<file path="config.mk">
export PLATFORM = sky130hd
export DESIGN_NAME = n_channel_servo_slew_controller
export DESIGN_NICKNAME = d
export VERILOG_FILES = /design/src/rtl/n_channel_servo_slew_controller.sv
export SDC_FILE = /design/constraint.sdc
export NUM_CORES = 1
export LEC_CHECK = 0
export CORE_ASPECT_RATIO = 0.75
export CORE_MARGIN = 1.5
export CORE_UTILIZATION = 50
export CTS_CLUSTER_DIAMETER = 100
export DETAILED_ROUTE_END_ITERATION = 7
export PLACE_DENSITY = 0.71
export REMOVE_ABC_BUFFERS = 1
export SLEW_MARGIN = 20
export SYNTH_ARGS = -nofsm -noshare
export SYNTH_HDL_FRONTEND = slang
export SYNTH_SLANG_ARGS = --single-unit
</file>
<file path="constraint.sdc">
create_clock -name CLOCK -period 4.95 [get_ports CLOCK]
set_clock_uncertainty 0.2 [all_clocks]
set_input_delay 1.2375 -clock CLOCK [delete_from_list [all_inputs] [get_ports CLOCK]]
set_output_delay 1.2375 -clock CLOCK [all_outputs]
set_load 0.01 [all_outputs]
</file>
<file path="src/rtl/n_channel_servo_slew_controller.sv">
// n_channel_servo_slew_controller: frame-synchronous N-channel servo PWM
// with per-channel target/applied duty and optional per-frame slew limit.
// Ports:
//   CLOCK, RESET            sole clock, synchronous active-high reset
//   LOAD_SIGNAL             write strobe
//   SERVO_SELECTOR          channel index for the write
//   DUTY_CYCLE_CONTROL      new target duty code
//   PWM_SIGNALS             registered PWM output, one bit per channel
//   LOAD_ACCEPTED           one-cycle pulse after an in-range write
//   LOAD_ERROR              one-cycle pulse after an out-of-range write
//   FRAME_START             one-cycle pulse after each frame boundary
//   CHANNEL_SETTLED         bit i set when applied[i] == target[i]
module n_channel_servo_slew_controller #(
  parameter int NO_OF_CHANNEL    = 4,
  parameter int ADDRESS_WIDTH    =
    (NO_OF_CHANNEL > 1) ? $clog2(NO_OF_CHANNEL) : 1,
  parameter int DUTY_CYCLE_WIDTH = 8,
  parameter int CLKS_PER_TICK    = 50,
  parameter int FRAME_TICKS      = 20000,
  parameter int MIN_PULSE_TICKS  = 1000,
  parameter int STEP_TICKS       = 4,
  parameter int SLEW_STEP        = 0,
  parameter int RESET_DUTY       = 2 ** (DUTY_CYCLE_WIDTH - 1)
) (
  input  logic                        CLOCK,
  input  logic                        RESET,
  input  logic                        LOAD_SIGNAL,
  input  logic [ADDRESS_WIDTH-1:0]    SERVO_SELECTOR,
  input  logic [DUTY_CYCLE_WIDTH-1:0] DUTY_CYCLE_CONTROL,
  output logic [NO_OF_CHANNEL-1:0]    PWM_SIGNALS,
  output logic                        LOAD_ACCEPTED,
  output logic                        LOAD_ERROR,
  output logic                        FRAME_START,
  output logic [NO_OF_CHANNEL-1:0]    CHANNEL_SETTLED
);

  localparam int DW = DUTY_CYCLE_WIDTH;
  localparam int TW =
    (CLKS_PER_TICK > 1) ? $clog2(CLKS_PER_TICK) : 1;
  localparam int FW =
    (FRAME_TICKS > 1) ? $clog2(FRAME_TICKS) : 1;

  localparam logic [TW-1:0] TICK_LAST  = TW'(CLKS_PER_TICK - 1);
  localparam logic [FW-1:0] FRAME_LAST = FW'(FRAME_TICKS - 1);
  localparam logic [DW-1:0] DUTY_RST   = DW'(RESET_DUTY);

  // A step larger than any possible difference behaves as "unlimited";
  // clamping keeps it representable in the DW+1 bit difference domain.
  localparam int SLEW_CAP =
    (SLEW_STEP > 2 ** DW) ? 2 ** DW : SLEW_STEP;
  localparam logic [DW:0] SLEW = (DW + 1)'(SLEW_CAP);

  logic [TW-1:0] tick_cnt;
  logic [FW-1:0] frame_cnt;
  logic [DW-1:0] target  [NO_OF_CHANNEL];
  logic [DW-1:0] applied [NO_OF_CHANNEL];

  logic tick;
  logic boundary;
  logic sel_ok;
  logic wr_ok;

  assign tick     = (tick_cnt == TICK_LAST);
  assign boundary = tick && (frame_cnt == FRAME_LAST);
  assign sel_ok   = 32'(SERVO_SELECTOR) < NO_OF_CHANNEL;
  assign wr_ok    = LOAD_SIGNAL && sel_ok;

  // Pulse length in ticks for a given applied duty.
  function automatic logic [31:0] width_of(
    input logic [DW-1:0] d
  );
    width_of = MIN_PULSE_TICKS + 32'(d) * STEP_TICKS;
  endfunction

  // Next applied duty: step toward target by at most SLEW,
  // never past it; the extra bit keeps the difference unsigned
  // without wrap.
  function automatic logic [DW-1:0] slew_to(
    input logic [DW-1:0] tg,
    input logic [DW-1:0] ap
  );
    logic [DW:0] t;
    logic [DW:0] a;
    logic [DW:0] d;
    logic [DW:0] s;
    logic        up;
    t  = {1'b0, tg};
    a  = {1'b0, ap};
    up = (t >= a);
    d  = up ? (t - a) : (a - t);
    s  = (d > SLEW) ? SLEW : d;
    slew_to = tg;
    if (SLEW_STEP != 0) begin
      unique case (1'b1)
        up:      slew_to = DW'(a + s);
        default: slew_to = DW'(a - s);
      endcase
    end
  endfunction

  always_ff @(posedge CLOCK) begin
    if (RESET) begin
      tick_cnt        <= '0;
      frame_cnt       <= '0;
      FRAME_START     <= 1'b0;
      LOAD_ACCEPTED   <= 1'b0;
      LOAD_ERROR      <= 1'b0;
      PWM_SIGNALS     <= '0;
      CHANNEL_SETTLED <= '1;
      for (int i = 0; i < NO_OF_CHANNEL; i++) begin
        target[i]  <= DUTY_RST;
        applied[i] <= DUTY_RST;
      end
    end else begin
      tick_cnt <= tick ? '0 : tick_cnt + TW'(1);
      if (tick) begin
        frame_cnt <= (frame_cnt == FRAME_LAST) ?
                     '0 : frame_cnt + FW'(1);
      end
      FRAME_START   <= boundary;
      LOAD_ACCEPTED <= wr_ok;
      LOAD_ERROR    <= LOAD_SIGNAL && !sel_ok;
      for (int i = 0; i < NO_OF_CHANNEL; i++) begin
        // Boundary update reads the pre-write target, so a write
        // landing on the boundary waits one more frame.
        if (boundary) begin
          applied[i] <= slew_to(target[i], applied[i]);
        end
        if (wr_ok && (32'(SERVO_SELECTOR) == i)) begin
          target[i] <= DUTY_CYCLE_CONTROL;
        end
        PWM_SIGNALS[i] <=
          32'(frame_cnt) < width_of(applied[i]);
        CHANNEL_SETTLED[i] <= (applied[i] == target[i]);
      end
    end
  end

endmodule

</file>
==> reports/qor.yml, run 1 <==
clock_network:
  numCtsBuffers: 9
  clkTransAtPathRegs_ns: 0.07
  cts_max_level: 3
  hold_buffers: 0
  postCtsSetupBuffers: 0
  cts_tree: "built"
  cts_root_buffer: "clkbuf_16"
  clk_path_buf_depth: 2
  cts_num_sinks: 95
  clk_latency_ns: 0.35
  ctsResizeCount: 0
logic_synthesis:
  synth-seq-area-share_pct: 50.3
  synth_seq_cells: 95
  synthArstFlopShare_pct: 0
  netlist_area_sq_um: 5060
  synth_edf_count: 64
  ys_warn_count: 0
  ys_types: 41
  syn_avg_cell_area_sq_um: 11.5
  synth_flop_cell: "edfxtp_1"
  syn-instance-count: 441
die:
  io_pins: 24
  coreArea_sq_um: 9740
  num_rows: 31
  die_h_microns: 90.1
  die_area_sq_um: 10700
  start_util_pct: 51.9
  fp.dieW_microns: 119
worst_setup_path:
  r2r_slack_ns: 2.40
  path_class: "input port to register"
  cp-end-kind: "register"
  cp.arrival_ns: 2.85
  rr_startpoint: "tick_cnt[0]"
  reg2reg_to: "applied[3][5]"
  worstSetupStartpointType: "input port"
  cp_max_fo: 9
  rr_worst_depth: 5
  crit_required_ns: 4.83
layout:
  stdcell_count: 606
  area_growth_pct: 13.9
  num_antenna_cells: 0
  layout_common_cells: "edfxtp_1 (64), and2_1 (58), ha_1 (39), xnor2_1 (33), xor2_1 (32)"
  final_common_cell: "edfxtp_1"
  fill_cells: 810
  num-nets-final: 521
  drive_above_1_share_pct: 5.70
route:
  antenna_left: 0
  routed_wl_microns: 10300
  drt_iter0_drc: 241
  drcViolationCount: 0
  post_drt_wl_per_cell_microns: 17.0
  via_count: 3335
  viasPerCell: 5.50
  dr.pass1.iters: 4
global_routing:
  grtUsageTotal_pct: 20.5
  grt_pass1_wl_microns: 17000
  overflow: 0
  grt_max_degree: 45
  grt_pass1_vias: 3248
  antenna_found_initial: 0
pwr:
  ir_worst_vdd_mv: 0.187
  power_mw: 1.73
  p_leak_nw: 2.18
  power_density_nw_per_um2: 301
outcome:
  status: "finished clean"
timing:
  slew_viol_final: 0
  rsz0062_at_grt: "no"
  final.setup.tns_ns: 0
  setup-violations-final: 0
  finalWorstSetupSlack_ns: 1.98
  min_period_over_period_pct: 59.9
  tightestPinTransition_ns: 0.677
  post-route-min-period_ns: 2.97
  slew_headroom_pct: 54.5
  timing.hold.ws_ns: 0.295
  hold_viol: 0
  max_freq_mhz: 337
place:
  port_buffers: 22
  placedCellCount: 589
  place_congestion: 0.818
  dp_slack_ns: 1.61
  dp_hpwl_microns: 7860
worst_hold_path:
  hold_end: "tick_cnt[0]"
  worstHoldStart: "tick_cnt[0]"
  hold_depth: 1
  worstHoldPathType: "register to register"
job:
  cap_violations: 0
## stage by stage
| step | utilization, % | cell area [sq um] |
|---|---|---|
| after floorplan | - | 5010 |
| after global placement | 55.8 | 5440 |
| after detailed placement | 55.8 | 5440 |
| after CTS | 58.8 | 5730 |
| after global routing | 59.1 | 5760 |
| final | 59.1 | 5760 |
## cells in the mapped netlist (5+ instances only)
library cell / n / area [sq um]
a211oi_1: 10 / 75.1
nor2_1: 24 / 90.1
nand2b_1: 12 / 75.1
o21ai_0: 6 / 30.0
nand3_1: 8 / 40.0
clkbuf_1: 5 / 18.8
xnor2_1: 33 / 289
nand4_1: 6 / 37.5
nand2_1: 7 / 26.3
and4_1: 5 / 43.8
and2_1: 58 / 363
ha_1: 39 / 488
o211ai_1: 8 / 60.1
inv_1: 11 / 41.3
xor2_1: 32 / 280
dfxtp_1: 31 / 621
nor3_1: 19 / 95.1
edfxtp_1: 64 / 1920
nor4_1: 7 / 43.8
a21oi_1: 10 / 50.1
## worst max path at each step
stage | from | endpoint | slack [ns] | cells after the start
2_1_floorplan | RESET | applied[0][7] | 1.17 | 2
3_3_place_gp | RESET | target[0][7] | 1.69 | 4
3_5_place_dp | RESET | target[0][7] | 1.61 | 4
4_1_cts | RESET | target[0][7] | 1.95 | 4
5_1_grt | RESET | target[1][7] | 1.78 | 4
6_report | RESET | target[0][7] | 1.98 | 4
## metal layers
| metal | GRT usage, % | share of wire [%] |
|---|---|---|
| met4 | 6.63 | 1.0 |
| met2 | 30.6 | 43 |
| met3 | 4.51 | 3.8 |
| met5 | 0 | 0 |
| met1 | 29.8 | 52 |
## cell type report
| class | count | area [sq um] | share of cell area (%) |
|---|---|---|---|
| Inverter | 11 | 41.3 | 0.717 |
| Timing Repair Buffer | 26 | 270 | 4.69 |
| Tap cell | 132 | 165 | 2.87 |
| Clock inverter | 6 | 55.1 | 0.956 |
| Multi-Input combinational cell | 326 | 2440 | 42.4 |
| Sequential cell | 95 | 2540 | 44.2 |
| Clock buffer | 10 | 239 | 4.15 |
## registers in the layout, indices dropped and copies added, names as in the netlist
name / count
LOAD_ACCEPTED: 1
applied: 32
target: 32
CHANNEL_SETTLED: 4
PWM_SIGNALS: 4
FRAME_START: 1
frame_cnt: 15
tick_cnt: 6
## power breakdown
part           switching (mW)  internal [mW]
Combinational          0.0678         0.0654
Clock                   0.314          0.361
Sequential             0.0380          0.885
## worst max-delay path, cell delays in order
cell             delay [ns]
clkdlybuf4s50_1        0.61
nand2b_1               0.32
nor3_1                 0.55
nand2b_1               0.13
## logic make-up (layout without fill, tap and decap cells)
logic type | count (synthesis) | in the layout | synth area share (%)
AOI/OAI and AO/OA | 55 | 55 | 7.82
xor gates and xnor gates | 65 | 65 | 11.3
adders and majority gates | 39 | 39 | 9.65
buffers and inverters | 20 | 53 | 1.73
DFF | 95 | 95 | 50.3
muxes | 1 | 1 | 0.198
other | 1 | 1 | 0.0742
and+or+nand+nor | 165 | 165 | 19.0
Note: power is estimated with default switching activity, not from simulation.
==> inputs of run 2 (changes only) <==
Settings changed: PLACE_DENSITY 0.71 to 0.74.
Clock period 4.95 ns to 2.7 ns, I/O delays scaled along.
==> run 2 against run 1 <==
Clock power increased by 91%; sequential cell count unchanged; combinational power increased by 88%; critical endpoint is now PWM_SIGNALS[3].
==> reports/qor.yml, run 2 (synthesis gave the netlist of run 1 again) <==
outcome:
  status: "finished clean"
timing:
  slew_headroom_pct: 62.3  # +7.8 points
  post-route-min-period_ns: 2.46
  finalWorstSetupSlack_ns: 0.236  # -1.75 ns
  hold_viol: 0  # unchanged
  slew_viol_final: 0  # unchanged
  timing.hold.ws_ns: 0.290  # -0.00561 ns
  setup-violations-final: 0  # unchanged
  tightestPinTransition_ns: 0.564  # -0.113 ns
  rsz0062_at_grt: "no"
  max_freq_mhz: 406
  min_period_over_period_pct: 91.3
  final.setup.tns_ns: 0  # unchanged
clock_network:
  cts_max_level: 3  # unchanged
  clkTransAtPathRegs_ns: 0.06  # about the same
  postCtsSetupBuffers: 0  # unchanged
  clk_path_buf_depth: 2  # unchanged
  clk_latency_ns: 0.35  # about the same
  numCtsBuffers: 9  # unchanged
  hold_buffers: 0  # unchanged
  cts_num_sinks: 95  # unchanged
  ctsResizeCount: 0  # unchanged
  cts_tree: "built"
  cts_root_buffer: "clkbuf_16"
pwr:
  ir_worst_vdd_mv: 0.331  # +77%
  power_density_nw_per_um2: 554  # +84%
  power_mw: 3.23  # +87%
  p_leak_nw: 2.23  # +2.3%
global_routing:
  antenna_found_initial: 0  # unchanged
  grt_max_degree: 33  # -27%
  grt_pass1_vias: 3375  # +3.9%
  overflow: 0  # unchanged
  grt_pass1_wl_microns: 17100  # +0.61%
  grtUsageTotal_pct: 20.6  # +0.024 points
worst_setup_path:
  path_class: "register to register"
  rr_worst_depth: 7  # +2
  reg2reg_to: "PWM_SIGNALS[3]"
  r2r_slack_ns: 0.24  # -2.16 ns
  worstSetupStartpointType: "register"
  crit_required_ns: 2.74  # -2.09 ns
  cp_max_fo: 4  # -5
  rr_startpoint: "applied[3][1]"
  cp-end-kind: "register"
  cp.arrival_ns: 2.50  # -0.35 ns
worst_hold_path:
  hold_depth: 1  # unchanged
  worstHoldStart: "tick_cnt[0]"
  worstHoldPathType: "register to register"
  hold_end: "tick_cnt[0]"
route:
  drcViolationCount: 0  # unchanged
  post_drt_wl_per_cell_microns: 16.9  # -0.69%
  via_count: 3357  # +0.66%
  routed_wl_microns: 10400  # +0.95%
  viasPerCell: 5.45  # -0.97%
  drt_iter0_drc: 289  # +20%
  antenna_left: 0  # unchanged
  dr.pass1.iters: 4  # unchanged
layout:
  final_area_sq_um: 5830  # +1.3%
  regArea_sq_um: 2540  # unchanged
  fill_cells: 799  # -1.4%
  num-nets-final: 531  # +1.9%
  drive_above_1_share_pct: 7.44  # +1.7 points
  final_common_cell: "edfxtp_1"
  layout_common_cells: "edfxtp_1 (64), and2_1 (58), ha_1 (39), xnor2_1 (33), xor2_1 (32)"
  area_growth_pct: 15.4
  num_antenna_cells: 0  # unchanged
  multi_input_area_sq_um: 2450  # +0.21%
  reg.largest.list: "applied x32, target x32, frame_cnt x15"
place:
  dp_slack_ns: 0.140  # -1.47 ns
  port_buffers: 22  # unchanged
  place_congestion: 0.813  # -0.66%
  dp_hpwl_microns: 7780  # -1.1%
  placed_area_sq_um: 5530  # +1.7%
die:
  num_rows: 31  # unchanged
  io_pins: 24  # unchanged
  coreArea_sq_um: 9740  # unchanged
  fp.dieW_microns: 119  # unchanged
  die_area_sq_um: 10700  # unchanged
  die_h_microns: 90.1  # unchanged
  start_util_pct: 51.9  # unchanged
job:
  cap_violations: 0  # unchanged
-- run 2: cell type report --
cell class / instances / share of cell area (%)
Multi-Input combinational cell: 326 / 42.0
Inverter: 11 / 0.708
Sequential cell: 95 / 43.6
Clock buffer: 11 / 3.99
Timing Repair Buffer: 36 / 5.79
Tap cell: 132 / 2.83
Clock inverter: 5 / 1.14
-- run 2: how the worst max path moves through the flow --
stage             startpoint  slack [ns]  cells after the start        endpoint
6_report       applied[3][1]        0.24                      7  PWM_SIGNALS[3]
5_1_grt          tick_cnt[0]        0.08                      7   applied[2][7]
4_1_cts        applied[3][1]        0.18                      7  PWM_SIGNALS[3]
3_5_place_dp           RESET        0.14                      4   applied[0][7]
3_3_place_gp           RESET        0.16                      4   applied[0][7]
2_1_floorplan    tick_cnt[0]       -0.80                      4   applied[0][0]
-- run 2: stage by stage --
| stage | utilization, % | instances |
|---|---|---|
| after floorplan | - | 432 |
| after global placement | 56.8 | 600 |
| after detailed placement | 56.8 | 600 |
| after CTS | 59.9 | 616 |
| after global routing | 59.9 | 616 |
| final | 59.9 | 616 |
-- run 2: power breakdown --
part	internal (mW)	switching (mW)	leakage (nW)
clock network	0.731	0.561	0.142
registers	1.62	0.0681	0.861
logic	0.123	0.127	1.22
-- run 2: layer usage --
layer	GRT usage (%)	vias to the layer above	routed length (microns)
met1	28.4	1587	5150
met4	5.52	0	123
met2	32.4	74	4630
li1	-	1684	-
met3	5.20	12	505
met5	0	-	0
-- run 2: critical path: stages (launching register included) --
cell and delay, ns:
edfxtp_1 0.47, ha_1 0.27, nor3_1 0.28, nor3b_2 0.27, xnor2_1 0.15, ha_1 0.26
o21a_1 0.17, a211oi_1 0.28
